### src/rtl/hilo_muldiv_pkg.sv
// Shared opcodes and state encoding for the HI/LO multiply/divide unit.
package hilo_muldiv_pkg;

  localparam logic [2:0] MD_OP_MULT  = 3'd0;
  localparam logic [2:0] MD_OP_MULTU = 3'd1;
  localparam logic [2:0] MD_OP_DIV   = 3'd2;
  localparam logic [2:0] MD_OP_DIVU  = 3'd3;
  localparam logic [2:0] MD_OP_MTHI  = 3'd4;
  localparam logic [2:0] MD_OP_MTLO  = 3'd5;

  typedef enum logic [1:0] {
    MD_IDLE = 2'd0,
    MD_MUL  = 2'd1,
    MD_DIV  = 2'd2
  } md_state_t;

  function automatic logic is_muldiv(input logic [2:0] op);
    return (op == MD_OP_MULT) || (op == MD_OP_MULTU) ||
           (op == MD_OP_DIV)  || (op == MD_OP_DIVU);
  endfunction

endpackage

### src/rtl/hilo_muldiv_div_iter.sv
// Unsigned restoring divider, one quotient bit per clock.
// quotient/remainder show the result of the step taken at the next edge.
module div_iter #(
  parameter int WIDTH = 32
) (
  input  logic             clk,
  input  logic             resetn,
  input  logic             start,
  input  logic             abort,
  input  logic [WIDTH-1:0] dividend,
  input  logic [WIDTH-1:0] divisor,
  output logic [WIDTH-1:0] quotient,
  output logic [WIDTH-1:0] remainder,
  output logic             done
);

  localparam int CW = $clog2(WIDTH);

  logic [WIDTH-1:0] rem, quo, dvs;
  logic [CW-1:0]    cnt;
  logic             run;
  logic [WIDTH:0]   trial, diff;

  // Bit WIDTH of diff doubles as the borrow flag of the trial subtraction.
  always_comb begin
    trial = {rem, quo[WIDTH-1]};
    diff  = trial - {1'b0, dvs};
    if (diff[WIDTH]) begin
      remainder = trial[WIDTH-1:0];
      quotient  = {quo[WIDTH-2:0], 1'b0};
    end else begin
      remainder = diff[WIDTH-1:0];
      quotient  = {quo[WIDTH-2:0], 1'b1};
    end
    done = run & (cnt == CW'(WIDTH - 1));
  end

  always_ff @(posedge clk) begin
    if (!resetn) begin
      rem <= '0;
      quo <= '0;
      dvs <= '0;
      cnt <= '0;
      run <= 1'b0;
    end else if (abort) begin
      run <= 1'b0;
      cnt <= '0;
    end else if (start) begin
      rem <= '0;
      quo <= dividend;
      dvs <= divisor;
      cnt <= '0;
      run <= 1'b1;
    end else if (run) begin
      rem <= remainder;
      quo <= quotient;
      cnt <= cnt + 1'b1;
      if (done) begin
        run <= 1'b0;
        cnt <= '0;
      end
    end
  end

endmodule

### src/rtl/hilo_muldiv.sv
// HI/LO register pair with iterative MULT/MULTU/DIV/DIVU and MTHI/MTLO writes.
module hilo_muldiv
  import hilo_muldiv_pkg::*;
#(
  parameter int WIDTH = 32,
  parameter int ITER  = 32
) (
  input  logic             clk,
  input  logic             resetn,
  input  logic             op_valid,
  input  logic [2:0]       op,
  input  logic [WIDTH-1:0] src_a,
  input  logic [WIDTH-1:0] src_b,
  input  logic             flush,
  output logic [WIDTH-1:0] hi_out,
  output logic [WIDTH-1:0] lo_out,
  output logic             busy,
  output logic             stall_req,
  output logic             done
);

  localparam int CW = $clog2(ITER);

  md_state_t          state, state_nx;
  logic [CW-1:0]      cnt;
  logic [2*WIDTH-1:0] prod, prod_nx, prod_fix;
  logic [WIDTH:0]     psum;
  logic [WIDTH-1:0]   mcand, raw_a, hi, lo;
  logic [WIDTH-1:0]   a_abs, b_abs, div_q, div_r, q_fix, r_fix;
  logic               neg_res, neg_rem, div0;
  logic               signed_op, a_neg, b_neg;
  logic               accept, mul_last, mul_commit, div_start, div_done, div_commit;

  assign hi_out = hi;
  assign lo_out = lo;

  always_comb begin
    signed_op = (op == MD_OP_MULT) || (op == MD_OP_DIV);
    a_neg     = signed_op & src_a[WIDTH-1];
    b_neg     = signed_op & src_b[WIDTH-1];
    a_abs     = a_neg ? ('0 - src_a) : src_a;
    b_abs     = b_neg ? ('0 - src_b) : src_b;
  end

  always_ff @(posedge clk) begin
    if (!resetn) state <= MD_IDLE;
    else         state <= state_nx;
  end

  always_comb begin
    state_nx = state;
    case (state)
      MD_IDLE: begin
        if (accept && (op == MD_OP_MULT || op == MD_OP_MULTU)) state_nx = MD_MUL;
        else if (accept && (op == MD_OP_DIV || op == MD_OP_DIVU)) state_nx = MD_DIV;
      end
      MD_MUL:  if (flush || mul_last) state_nx = MD_IDLE;
      MD_DIV:  if (flush || div_done) state_nx = MD_IDLE;
      default: state_nx = MD_IDLE;
    endcase
  end

  always_comb begin
    busy       = (state != MD_IDLE);
    stall_req  = busy | (op_valid & is_muldiv(op));
    accept     = (state == MD_IDLE) & op_valid & ~flush;
    mul_last   = (state == MD_MUL) & (cnt == CW'(ITER - 1));
    mul_commit = mul_last & ~flush;
    div_start  = accept & ((op == MD_OP_DIV) || (op == MD_OP_DIVU));
    div_commit = (state == MD_DIV) & div_done & ~flush;
  end

  // Shift-add: multiplier sits in the low half and shifts out as the product shifts in.
  always_comb begin
    psum     = {1'b0, prod[2*WIDTH-1:WIDTH]} + (prod[0] ? {1'b0, mcand} : '0);
    prod_nx  = {psum, prod[WIDTH-1:1]};
    prod_fix = neg_res ? ('0 - prod_nx) : prod_nx;
    q_fix    = neg_res ? ('0 - div_q) : div_q;
    r_fix    = neg_rem ? ('0 - div_r) : div_r;
  end

  div_iter #(.WIDTH(WIDTH)) u_div (
    .clk       (clk),
    .resetn    (resetn),
    .start     (div_start),
    .abort     (flush),
    .dividend  (a_abs),
    .divisor   (b_abs),
    .quotient  (div_q),
    .remainder (div_r),
    .done      (div_done)
  );

  always_ff @(posedge clk) begin
    if (!resetn) begin
      hi      <= '0;
      lo      <= '0;
      done    <= 1'b0;
      cnt     <= '0;
      prod    <= '0;
      mcand   <= '0;
      raw_a   <= '0;
      neg_res <= 1'b0;
      neg_rem <= 1'b0;
      div0    <= 1'b0;
    end else begin
      done <= mul_commit | div_commit;
      if (accept) begin
        if (op == MD_OP_MTHI) hi <= src_a;
        if (op == MD_OP_MTLO) lo <= src_a;
        mcand   <= a_abs;
        prod    <= {{WIDTH{1'b0}}, b_abs};
        raw_a   <= src_a;
        neg_res <= a_neg ^ b_neg;
        neg_rem <= a_neg;
        div0    <= (src_b == '0);
        cnt     <= '0;
      end
      if (state == MD_MUL) begin
        prod <= prod_nx;
        cnt  <= (flush || mul_last) ? '0 : cnt + 1'b1;
      end
      if (mul_commit) {hi, lo} <= prod_fix;
      if (div_commit) begin
        if (div0) begin
          hi <= raw_a;
          lo <= '1;
        end else begin
          hi <= r_fix;
          lo <= q_fix;
        end
      end
    end
  end

endmodule

### config.mk
export PLATFORM = sky130hd
export DESIGN_NAME = hilo_muldiv
export DESIGN_NICKNAME = d
export VERILOG_FILES = /design/src/rtl/hilo_muldiv_pkg.sv /design/src/rtl/hilo_muldiv_div_iter.sv /design/src/rtl/hilo_muldiv.sv
export SDC_FILE = /design/constraint.sdc
export NUM_CORES = 1
export LEC_CHECK = 0
export BUFFER_PORTS_ARGS = -buffer_cell sky130_fd_sc_hd__buf_2
export CORE_MARGIN = 2
export CORE_UTILIZATION = 44
export CTS_CLUSTER_SIZE = 40
export DETAILED_ROUTE_END_ITERATION = 12
export SLEW_MARGIN = 20
export SYNTH_ARGS = -nofsm -noshare
export SYNTH_HDL_FRONTEND = slang
export SYNTH_SLANG_ARGS = --single-unit
export TNS_END_PERCENT = 100
### constraint.sdc
create_clock -name clk -period 14.5 [get_ports clk]
set_clock_uncertainty 0.2 [all_clocks]
set_input_delay 2.9 -clock clk [delete_from_list [all_inputs] [get_ports clk]]
set_output_delay 2.9 -clock clk [all_outputs]
set_load 0.05 [all_outputs]
==> run summary <==
• **min cycle time layout** 6.62 ns
• **Hold Path Stages** 2
• **vias post-DR** 22400
• **Critical R2R Capture** hi_out[30]
• **Peak VDD IR** 0.0667 mV
• **distinct cell type count of the synthesized netlist** 85
• **area post-placement** 0.0224 mm^2
• **endpoint arrival time on the critical path** 3.52 ns
• **ratio of final minimum period to clock period** 45.7%
• **CP Launch Type** input pin
• **Layout Nets** 3036
• **sequential area share after synthesis** 28.4%
• **power density over the cells** 105 mW/mm^2
• **total of flip-flops plus latches after synthesis** 304
• **clock tree buffer depth** 3
• **overall power after layout** 2.49 mW
• **Finished Cell Area** 0.0237 mm^2
• **critical path's slowest cell** sky130_fd_sc_hd__buf_2
• **number of flops mapped to enable cells by yosys** 0
• **vias per inst** 6.35
• **setup slack of the most critical reg-to-reg path** 8.05 ns
• **Total Wirelength** 83.6 mm
• **TritonCTS clock tree** done
• **sum of net half-perimeters after detailed placement** 62.7 mm
• **Antenna Nets Post-Route** 0
• **worst reg-to-reg path cell count** 23
• **endpoints failing setup** 0
• **cell count after placement** 3465
• **Core ar.** 0.0479 mm^2
• **synthesized instance count** 2881
• **final number of max-transition violations** 0
• **# rows** 80
• **number of sinks on the clock net** 304
• **combined area of the multi-input logic cells** 0.0144 mm^2
• **clock insertion delay at the later pin of the skew report** 0.56 ns
• **share of cells above drive strength 1** 10.2%
• **filler cell count** 4819
• **number of antenna violations at the first check in global routing** 1
• **fraction of synthesis flops using an asynchronous set or reset pin** 0%
• **HP Start** lo_out[5]
• **global-route wire length before repair** 126 mm
• **leak pwr** 9.05 nW
• **Port-buffer cells** 137
• **synthesized area divided by synthesized cell count** 7.44 um^2
• **total iterations of the first detailed-routing run** 5
• **top flip-flop cell by instance count after synthesis** sky130_fd_sc_hd__dfxtp_1
• **drt drc** 0
• **Initial Util** 44.7%
• **FF+latch area** 0.00609 mm^2
• **crit-path cells** buf_2 > o21ai_0 > buf_2
• **total clock buffers created by CTS** 37
• **setup repair after global routing missed its margin** false
• **highest attainable clock frequency** 151 MHz
• **netlist area before placement** 0.0214 mm^2
• **overall die height** 225 um
• **via count of the first global-routing pass** 20900
• **clock root buffer master** sky130_fd_sc_hd__clkbuf_16
• **path type of the worst min-delay path** flip-flop to flip-flop
• **routed length per placed instance** 23.7 um
• **category of the critical setup timing path** input pin to primary output
• **category of the worst setup path capture point** primary output
• **H-Tree Depth** 2
• **Data required, critical path** 11.40 ns
• **pre-CTS setup slack** 7.62 ns
• **number of buffers inserted by hold repair at cts** 0
• **slew at the pin with the worst max-slew slack** 1.10 ns
• **critical-path maximum fanout** 9
• **final setup margin** 7.88 ns
• **delay of the slowest cell on the worst path** 0.28 ns
• **gr ovfl total** 0
• **initial detailed-routing violation count** 2396
• **combined global-route utilization of all metal layers** 32.2%
• **Cell Count, Final, Fillers Out** 3533
• **reported max-cap violation count** 0
• **Hold Path Sink** lo_out[5]
• **total negative slack** 0 ns
• **GP Congestion** 0.976
• **IO Count** 138
• **start of the worst register-to-register path** u_div.quo[31]
• **largest net degree at the start of global routing** 100
• **area grow syn2layout** 10.4%
• **origin of the worst setup path** op[2]
• **horizontal die dimension** 225 um
• **number of gates resized after cts** 0
• **headroom to the max-slew limit** 26.2%
• **Die Outline Area** 0.0505 mm^2
• **count of yosys warnings during synthesis** 0
• **clock-pin slew reported for the worst setup and hold paths after clock tree synthesis** 0.06 ns
• **Syn Nets** 3027
• **post-CTS setup buffer count** 0
• **cell type with the highest occurrence count on the critical path** sky130_fd_sc_hd__buf_2
• **outcome** complete, no violations
• **Hold Violations, Final** 0
==> per-layer routing <==
layer  part of all wire (%)  vias to the layer above  GRT usage, %
li1                       -                    10600             -
met1                     43                    10700          43.2
met2                     44                      975          50.9
met3                    7.3                      171          4.98
met4                    4.9                        0          14.6
met5                      0                        -             0
==> state kept, by name (all words and copies together), names as in the netlist <==
| name | count |
|---|---|
| prod | 64 |
| hi_out | 32 |
| lo_out | 32 |
| mcand | 32 |
| u_div.dvs | 32 |
| u_div.quo | 32 |
| u_div.rem | 32 |
| raw_a | 31 |
| cnt | 5 |
| u_div.cnt | 5 |
| state | 2 |
| div0 | 1 |
| done | 1 |
| neg_rem | 1 |
| neg_res | 1 |
| u_div.run | 1 |
==> kinds of logic (layout without fill, tap and decap cells) <==
kind of cell / after synthesis / in the layout / synth area share, %
compound gates: 918 / 918 / 28.4
xor+xnor: 208 / 208 / 8.50
fa+ha+maj: 75 / 75 / 4.45
buf+inv: 269 / 305 / 4.78
flops: 304 / 304 / 28.4
mux: 35 / 35 / 1.70
other cells: 0 / 1 / 0
simple gates: 1072 / 1072 / 23.8
==> synth_stat cells, types with 24 or more instances <==
master | count | area share, %
sky130_fd_sc_hd__nor2_1 | 338 | 5.9
sky130_fd_sc_hd__o21ai_0 | 162 | 3.8
sky130_fd_sc_hd__nand4_1 | 24 | 0.70
sky130_fd_sc_hd__nor3_1 | 51 | 1.2
sky130_fd_sc_hd__nand2_1 | 312 | 5.5
sky130_fd_sc_hd__ha_1 | 73 | 4.3
sky130_fd_sc_hd__dfxtp_1 | 304 | 28
sky130_fd_sc_hd__nand3_1 | 72 | 1.7
sky130_fd_sc_hd__and2_1 | 65 | 1.9
sky130_fd_sc_hd__or3_1 | 30 | 0.88
sky130_fd_sc_hd__clkbuf_1 | 177 | 3.1
sky130_fd_sc_hd__and3_1 | 24 | 0.70
sky130_fd_sc_hd__or4_1 | 25 | 0.88
sky130_fd_sc_hd__inv_1 | 67 | 1.2
sky130_fd_sc_hd__a22oi_1 | 38 | 1.3
sky130_fd_sc_hd__o31ai_1 | 46 | 1.6
sky130_fd_sc_hd__a221oi_1 | 55 | 2.2
sky130_fd_sc_hd__a31oi_1 | 24 | 0.70
sky130_fd_sc_hd__o221ai_1 | 32 | 1.3
sky130_fd_sc_hd__nand2b_1 | 28 | 0.82
sky130_fd_sc_hd__xor2_1 | 104 | 4.2
sky130_fd_sc_hd__o211ai_1 | 32 | 1.1
sky130_fd_sc_hd__xnor2_1 | 104 | 4.2
sky130_fd_sc_hd__a21oi_1 | 269 | 6.3
sky130_fd_sc_hd__a211oi_1 | 90 | 3.2
sky130_fd_sc_hd__nor4_1 | 27 | 0.79
sky130_fd_sc_hd__a21o_1 | 26 | 0.91
==> report_power, final <==
group          leakage (nW)  switching (mW)  internal (mW)
Clock                 0.591           0.382          0.556
Sequential             2.47          0.0268          0.861
Combinational          5.99           0.441          0.220
==> how the worst max path moves through the flow <==
| stage | to | slack, ns | cells past startpoint |
|---|---|---|---|
| 6_report | stall_req | 7.88 | 3 |
| 5_1_grt | hi_out[30] | 7.70 | 23 |
| 4_1_cts | stall_req | 7.87 | 3 |
| 3_5_place_dp | u_div.quo[14] | 7.62 | 10 |
| 3_3_place_gp | u_div.quo[19] | 7.71 | 10 |
| 2_1_floorplan | stall_req | 7.22 | 2 |
==> worst max-delay path, delay by kind of cell <==
kind / cells / cell delay (ns)
buffers and inverters: 2 / 0.46
AOI/OAI and AO/OA: 1 / 0.16
==> placed cells by master (no fill, tap or decap), drive strengths merged, types with 7 or more instances in the layout <==
cell     instances
a2111oi          8
a211oi          90
a21boi           8
a21o            26
a21oi          270
a221oi          55
a22oi           38
a311oi           8
a31o             7
a31oi           24
and2            66
and3            24
and4             8
buf            172
clkbuf          55
dfxtp          304
ha              73
inv             69
mux2            12
mux2i           23
nand2          312
nand2b          28
nand3           72
nand3b          13
nand4           24
nor2           338
nor3            53
nor3b           12
nor4            28
o211ai          32
o21a            19
o21ai          166
o221ai          32
o31ai           46
o41ai           23
or2             14
or3             33
or4             33
xnor2          104
xor2           104
==> through the flow <==
step / hold WS [ns] / util [%]
floorplan: 0.231 / -
global placement: 0.239 / 46.8
detailed placement: 0.241 / 46.8
CTS: 0.250 / 49.3
global route: 0.275 / 49.4
finish: 0.248 / 49.4
==> cell type report <==
class / count / area share, %
multi-input cells: 2308 / 60.7
diodes: 1 / 0.0106
flip-flops and latches: 304 / 25.7
inverters: 67 / 1.09
clock inverters: 11 / 0.502
well taps: 615 / 3.25
repair buffers: 172 / 4.09
clock buffers: 55 / 4.59
(Power assumes the default switching activity.)
